===== config.mk =====
export PLATFORM = sky130hd
export DESIGN_NAME = wr_arbiter
export DESIGN_NICKNAME = d
export VERILOG_FILES = /design/src/rtl/wr_arbiter.sv
export SDC_FILE = /design/constraint.sdc
export NUM_CORES = 1
export LEC_CHECK = 0
export ABC_AREA = 1
export ABC_CLOCK_PERIOD_IN_PS = 8600
export CORE_MARGIN = 5
export CORE_UTILIZATION = 30
export CTS_CLUSTER_DIAMETER = 120
export CTS_CLUSTER_SIZE = 40
export DETAILED_ROUTE_END_ITERATION = 16
export HOLD_SLACK_MARGIN = 0.06
export PLACE_DENSITY_LB_ADDON = 0.12
export SYNTH_ARGS = -nofsm -noshare
export SYNTH_HDL_FRONTEND = slang
export SYNTH_SLANG_ARGS = --single-unit
export TNS_END_PERCENT = 1

===== constraint.sdc =====
create_clock -name ddr_clk -period 8.6 [get_ports ddr_clk]
set_clock_uncertainty 0.1 [all_clocks]
set_input_delay 2.58 -clock ddr_clk [delete_from_list [all_inputs] [get_ports ddr_clk]]
set_output_delay 2.58 -clock ddr_clk [all_outputs]
set_load 0.1 [all_outputs]

===== src/rtl/wr_arbiter.sv =====
// Three-channel DDR write arbiter: starvation override, largest-count wins, round-robin ties.
// Owns the DDR write request handshake with a watchdog on ddr_wrdy / ddr_wdone.
module wr_arbiter #(
    parameter int CNT_WIDTH = 6,
    parameter int MAX_SKIP  = 4,
    parameter int TIMEOUT   = 4096
) (
    input  logic                 ddr_clk,
    input  logic                 ddr_rst,
    input  logic [CNT_WIDTH-1:0] ddr_wreq_cnt1,
    input  logic [CNT_WIDTH-1:0] ddr_wreq_cnt2,
    input  logic [CNT_WIDTH-1:0] ddr_wreq_cnt3,
    input  logic                 ddr_wrdy,
    input  logic                 ddr_wdone,
    output logic                 ddr_wreq,
    output logic                 wr_opera_en_1,
    output logic                 wr_opera_en_2,
    output logic                 wr_opera_en_3,
    output logic [1:0]           grant_id,
    output logic                 wr_done,
    output logic                 wr_timeout,
    output logic                 busy
);

    localparam logic [1:0] IDLE = 2'd0;
    localparam logic [1:0] ARB  = 2'd1;
    localparam logic [1:0] REQ  = 2'd2;
    localparam logic [1:0] WAIT = 2'd3;

    localparam int              SKIP_W   = $clog2(MAX_SKIP + 1);
    localparam logic [SKIP_W-1:0] SKIP_MAX = SKIP_W'(MAX_SKIP);
    localparam logic [15:0]     WD_LIMIT = 16'(TIMEOUT - 1);

    logic [1:0]           state;
    logic [15:0]          wd_cnt;
    logic [1:0]           rr_start;
    logic [CNT_WIDTH-1:0] cnt  [3];
    logic [SKIP_W-1:0]    skip [3];

    logic                 any_req;
    logic                 starved_hit;
    logic                 tie_hit;
    logic [1:0]           starved_idx;
    logic [1:0]           tie_idx;
    logic [1:0]           probe;
    logic [1:0]           win_idx;
    logic [CNT_WIDTH-1:0] max_cnt;

    assign cnt[0] = ddr_wreq_cnt1;
    assign cnt[1] = ddr_wreq_cnt2;
    assign cnt[2] = ddr_wreq_cnt3;

    // Channel indices are 0-based internally; grant_id is 1-based (0 = no grant).
    always_comb begin
        any_req     = 1'b0;
        starved_hit = 1'b0;
        starved_idx = '0;
        max_cnt     = '0;
        tie_hit     = 1'b0;
        tie_idx     = '0;
        probe       = '0;
        for (int unsigned i = 0; i < 3; i++) begin
            if (cnt[i] != '0) begin
                any_req = 1'b1;
                if (!starved_hit && skip[i] == SKIP_MAX) begin
                    starved_hit = 1'b1;
                    starved_idx = 2'(i);
                end
            end
            if (cnt[i] > max_cnt) max_cnt = cnt[i];
        end
        for (int unsigned k = 0; k < 3; k++) begin
            probe = 2'((32'(rr_start) + k) % 3);
            if (!tie_hit && max_cnt != '0 && cnt[probe] == max_cnt) begin
                tie_hit = 1'b1;
                tie_idx = probe;
            end
        end
        win_idx = starved_hit ? starved_idx : tie_idx;
    end

    // Skip counters clear on any edge where their channel is idle, not just in ARB.
    always_ff @(posedge ddr_clk) begin
        for (int unsigned i = 0; i < 3; i++) begin
            if (ddr_rst || cnt[i] == '0) begin
                skip[i] <= '0;
            end else if (state == ARB) begin
                if (win_idx == 2'(i))
                    skip[i] <= '0;
                else if (skip[i] != SKIP_MAX)
                    skip[i] <= skip[i] + 1'b1;
            end
        end
    end

    always_ff @(posedge ddr_clk) begin
        if (ddr_rst) begin
            state      <= IDLE;
            ddr_wreq   <= 1'b0;
            grant_id   <= '0;
            wr_done    <= 1'b0;
            wr_timeout <= 1'b0;
            wd_cnt     <= '0;
            rr_start   <= '0;
        end else begin
            wr_done    <= 1'b0;
            wr_timeout <= 1'b0;
            case (state)
                IDLE: begin
                    if (any_req) state <= ARB;
                end
                ARB: begin
                    if (any_req) begin
                        grant_id <= win_idx + 2'd1;
                        ddr_wreq <= 1'b1;
                        wd_cnt   <= '0;
                        state    <= REQ;
                    end else begin
                        state <= IDLE;
                    end
                end
                REQ: begin
                    if (ddr_wrdy) begin
                        ddr_wreq <= 1'b0;
                        wd_cnt   <= '0;
                        state    <= WAIT;
                    end else if (wd_cnt == WD_LIMIT) begin
                        ddr_wreq   <= 1'b0;
                        grant_id   <= '0;
                        wr_timeout <= 1'b1;
                        state      <= IDLE;
                    end else begin
                        wd_cnt <= wd_cnt + 16'd1;
                    end
                end
                default: begin
                    if (ddr_wdone) begin
                        wr_done  <= 1'b1;
                        grant_id <= '0;
                        // Next tie search starts at the channel after the one just served.
                        rr_start <= (grant_id == 2'd3) ? 2'd0 : grant_id;
                        state    <= IDLE;
                    end else if (wd_cnt == WD_LIMIT) begin
                        grant_id   <= '0;
                        wr_timeout <= 1'b1;
                        state      <= IDLE;
                    end else begin
                        wd_cnt <= wd_cnt + 16'd1;
                    end
                end
            endcase
        end
    end

    assign wr_opera_en_1 = (grant_id == 2'd1);
    assign wr_opera_en_2 = (grant_id == 2'd2);
    assign wr_opera_en_3 = (grant_id == 2'd3);
    assign busy          = (state != IDLE);

endmodule


# ---- Yosys cells after proc, flatten, opt, wreduce, memory -nomap -nowiden
# Memories as Yosys holds them, arrays and structs flattened.
# Index checks and enable logic that the tools add are counted.
# Widths: inputs -> output; s select.
dict set report word_totals {
  regBits 25
  input_bits 22
  word_cells 185
  mem_bits_rw 9
  memories 1
  out_inout_bits 9
}
# memory words word_bits read_ports rd_ports_with_merged_regs wr line_no
set memory_table {}
lappend memory_table {skip 3 3 3 0 3 38} ;# logic [SKIP_W-1:0] skip [3];
dict set report classes {
  magnitude_cmp 6
  mux 96
  div 3
  n_addsub 7
  n_reduce_logical 32
  n_eq_ne 22
  n_bitwise 11
}
# cell n
set ops {}
lappend ops {{$mod 32x2->32 const B} 2}
lappend ops {{$mux 16} 4}
lappend ops {{$mux 6} 9}
lappend ops {{$mux 1} 53}
lappend ops {{$pmux 16 s3} 1}
lappend ops {{$bmux 6 s2} 3}
lappend ops {{$mod 2x2->32 const B} 1}
lappend ops {{$mux 2} 16}
lappend ops {{$reduce_bool 6->1} 4}
lappend ops {{$eq 6x6->1} 3}
lappend ops {{$logic_not 6->1} 3}
lappend ops {{$mux 3} 6}
lappend ops {{$add 16x1->16 const B} 1}
lappend ops {{$eq 16x12->1 const B} 1}
lappend ops {{$gt 6x6->1} 2}
lappend ops {{$ne 3x3->1 const B} 4}
lappend ops {{$pmux 2 s3} 2}
lappend ops {{$add 3x1->3 const B} 3}
lappend ops {{$eq 3x3->1 const B} 3}
lappend ops {{$ge 3x3->1 const B} 3}
lappend ops {{$not 2->3} 3}
lappend ops {{$reduce_and 3->1} 3}
lappend ops {{$eq 2x2->1 const B} 4}
lappend ops {{$logic_and 1x1->1} 7}
lappend ops {{18 further kinds} 36}

# ---- Longest topological paths before layout
dict set report logic_depth {
  depth_word 25
  depth_mapped 36
  ltp_nobuf 36
}

# ---- Worst setup path before layout
# No wires, ideal clock.
dict set report synth_path {
  kind {in2reg}
  start {input ddr_wreq_cnt1[5]}
  end {memory skip[0][0] (netlist name) (enable)}
  t_arrival_ns 5.839
  required_time_ns 8.242
  setup_ns 0.258
  path_stages 33
  path_buffers 1
  setup_slack_ns 2.403
  cell_sequence {inv_1 > ha_1 > nand2_2 > nor2_4 > nand2_2 > nand3_4 > nand2_8 > nand2_2 > nand2_2 > ha_1 > nand2_1 > nor2_1 > nand2_1 > nand3_1 > nand2_1 > buf_4 > nand3_2 > nand2_2 > nand2_1 > nand2_1 > nor2_1 > nand2_1 > nor2_1 > nand2_1 > inv_1 > nand2_2 > o21ai_0 > nor2_1 > nor2_1 > inv_1 > ha_1 > o21ai_0 > nand2_1}
}
# item line_no
set synth_lines {}
lappend synth_lines {{start, declared} 10} ;# input logic [CNT_WIDTH-1:0] ddr_wreq_cnt1,
lappend synth_lines {{end, declared} 38}

==> impl_metrics.py <==
metrics = {
    "run_status": {
        "status": "complete, no violations",
    },
    "worst_setup_path": {
        "required_ps": 8520,
        "slowest_delay_ps": 460,
        "start_kind": "input port",
        "crit_arrival_ps": 7230,
        "crit_type": "in -> reg",
        "cp_max_fo": 11,
        "crit_path_frequent_cell": "nand2_1",
        "worst_setup_path_end_kind": "flip-flop",
        "cp_slowest_cell": "clkdlybuf4s50_1",
    },
    "timing": {
        "fin_ws_ps": 1286,
        "max_slew_margin": 0.3462,
        "slew_violations": 0,
        "finalCriticalPeriod_ps": 7314,
        "max_freq_ghz": 0.1367,
        "period_share": 0.8505,
        "tightestPinTransition_ps": 977.6,
        "finalHoldViolCount": 0,
        "holdWs_ps": 348.3,
        "setup_violations": 0,
        "fin_tns_setup_ps": 0,
        "rsz0062_at_grt": "false",
    },
    "yosys": {
        "synth_cell_type_count": 40,
        "synth.avg_cell_area_um2": 6.350,
        "yosysTopAreaCell": "dfxtp_1",
        "synth_edf_count": 9,
        "synth_seq_cells": 34,
        "synth_flop_cell": "dfxtp_1",
        "syn_nets": 608,
        "synth_top_area_frac": 0.1412,
        "yosys_warnings": 0,
        "syn_area_um2": 3543,
        "synthArstFlopShare": 0,
        "syn_inst": 558,
        "ys_seq_area_frac": 0.2175,
        "synth_most_common_cell": "nand2_1",
        "synthTopCellsByArea": "dfxtp_1, nand2_1, inv_1",
        "synthTopCellsByCount": "nand2_1, inv_1, nor2_1",
    },
    "routing": {
        "routed.top_layer": "met4",
        "ant_nets": 0,
        "wl_mm": 10.02,
        "drtIter0Drc": 195,
        "dr.pass1.iters": 5,
        "route.detailed.drc": 0,
        "met3_length_um": 377,
        "via_count": 3576,
        "wl_met2_mm": 4.642,
        "wl_per_cell_um": 13.75,
        "avgViaCountPerCell": 4.905,
        "met1_length_mm": 4.759,
    },
    "clocking": {
        "cts_tree": "done",
        "cts_hold_buffers": 0,
        "cts-root-buf": "clkbuf_16",
        "cts.path.max_buffers": 2,
        "ctsResizeCount": 0,
        "ctsHtreeMaxLevel": 2,
        "path_clk_slew_ps": 50,
        "post_cts_buffers": 0,
        "insertion_delay_ps": 280,
        "cts_sinks": 34,
        "cts_made_buffers": 5,
    },
    "cells_and_area": {
        "antenna-diode-count": 0,
        "drive_above_1_share": 0.08362,
        "area_growth_pct": 16.10,
        "layout.nets": 635,
        "stdcell_area_um2": 4114,
    },
    "place": {
        "dp_hpwl_mm": 8.209,
        "place_area_um2": 3973,
        "gp_congestion": 0.9010,
        "post-place-ws_ps": 1047,
        "io_buffers": 30,
    },
    "grt": {
        "gr-usage-all-layers": 0.1437,
        "grt_pass1_wl_mm": 16.86,
        "grt_overflow": 0,
        "grt_max_degree": 15,
        "grt_pass1_vias": 3567,
        "grt_antenna_before_repair": 0,
    },
    "floorplan": {
        "die_h_um": 118.7,
        "start_util": 0.3077,
        "ioPinCount": 31,
        "die_area_um2": 14080,
        "rows": 39,
        "die_w_um": 118.7,
        "core_area_um2": 11520,
    },
    "power_and_ir_drop": {
        "p_int_uw": 445.5,
        "power.switching_uw": 400.8,
        "share_comb_of_total_power": 0.547,
        "ir_worst_vdd_uv": 128.0,
        "p_per_area_nw_per_um2": 205.7,
        "pwr-share-clk": 0.201,
        "swShare": 0.4736,
        "leakagePower_nw": 1.880,
        "power.total_uw": 846.3,
        "p_seq_frac": 0.252,
    },
    "worst_hold_path": {
        "hold_path.class": "reg -> reg",
    },
    "job": {
        "maxCapViolations": 0,
    },
}
==> final timing paths <==
check | from | to | slack [ps] | cells past startpoint
min | wd_cnt[9]$_SDFFE_PP0P_ | wd_cnt[9]$_SDFFE_PP0P_ | 350 | 2
max reg2reg | rr_start[0]$_SDFFE_PP0P_ | skip[0][0]$_SDFFCE_PN0P_ | 4830 | 21
max | ddr_wreq_cnt1[4] | skip[0][0]$_SDFFCE_PN0P_ | 1290 | 33
min reg2reg | wd_cnt[9]$_SDFFE_PP0P_ | wd_cnt[9]$_SDFFE_PP0P_ | 350 | 2
==> worst max-delay path, delay by kind of cell <==
kind / cells / cell delay [ps]
adders and majority gates: 3 / 840
buffers and inverters: 5 / 1020
AOI/OAI and AO/OA: 2 / 320
and+or+nand+nor: 23 / 2440
==> logic make-up after synthesis <==
group,synth area share
simple gates,0.3775
buf+inv,0.1201
compound gates,0.1688
flops,0.2175
fa+ha+maj,0.09887
xor+xnor,0.01730
==> through the flow <==
| stage | cells | util |
|---|---|---|
| 2_1_floorplan | 558 | - |
| 3_3_place_gp | 721 | 0.3450 |
| 3_5_place_dp | 721 | 0.3450 |
| 4_1_cts | 729 | 0.3572 |
| 5_1_grt | 729 | 0.3572 |
| 6_report | 729 | 0.3572 |
==> final cells by class <==
| cell class | count | area (um^2) |
|---|---|---|
| Inverter | 100 | 375.4 |
| Tap cell | 143 | 178.9 |
| Multi-Input combinational cell | 414 | 2347 |
| Clock inverter | 3 | 16.27 |
| Clock buffer | 5 | 125.1 |
| Sequential cell | 34 | 770.7 |
| Fill cell | 1255 | 7402 |
| Timing Repair Buffer | 30 | 300.3 |
==> power by group through the flow <==
stage	Sequential [mW]	Combinational [mW]	Clock [mW]
final	0.213	0.463	0.170
after detailed placement	0.217	0.462	0
after global placement	0.216	0.463	0
after global routing	0.217	0.520	0.188
after CTS	0.214	0.464	0.176
after floorplan	0.244	0.324	0
==> cells in the final DEF, fill, tap and decap left out, drive strengths merged <==
master	synthesis	layout
nand3	55	55
nor3b	1	1
or3	1	1
o21a	14	14
dfxtp	25	25
a41oi	1	1
a31oi	1	1
clkinvlp	0	1
nand3b	10	10
nor2	57	57
nand4	2	2
clkdlybuf4s50	0	30
clkbuf	2	5
o2111ai	1	1
a21oi	39	39
edfxtp	9	9
nand2	131	131
o31ai	1	1
o311ai	1	1
nor4	6	6
clkinv	0	2
o32ai	1	1
xnor2	6	6
inv	100	100
o21bai	2	2
xor2	1	1
nor3	13	13
ha	28	28
a22oi	8	8
o21ai	34	34
==> sequential cells by signal (all words and copies together) (netlist names) <==
| register | cells |
|---|---|
| wd_cnt | 16 |
| skip | 9 |
| grant_id | 2 |
| rr_start | 2 |
| state | 2 |
| ddr_wreq | 1 |
| wr_done | 1 |
| wr_timeout | 1 |
==> routing by layer <==
layer / global-route usage / vias up
li1: - / 1874
met1: 0.1783 / 1594
met2: 0.2497 / 89
met3: 0.01815 / 19
met4: 0.06155 / 0
met5: 0 / -
Power figures use the tool's default switching activity.
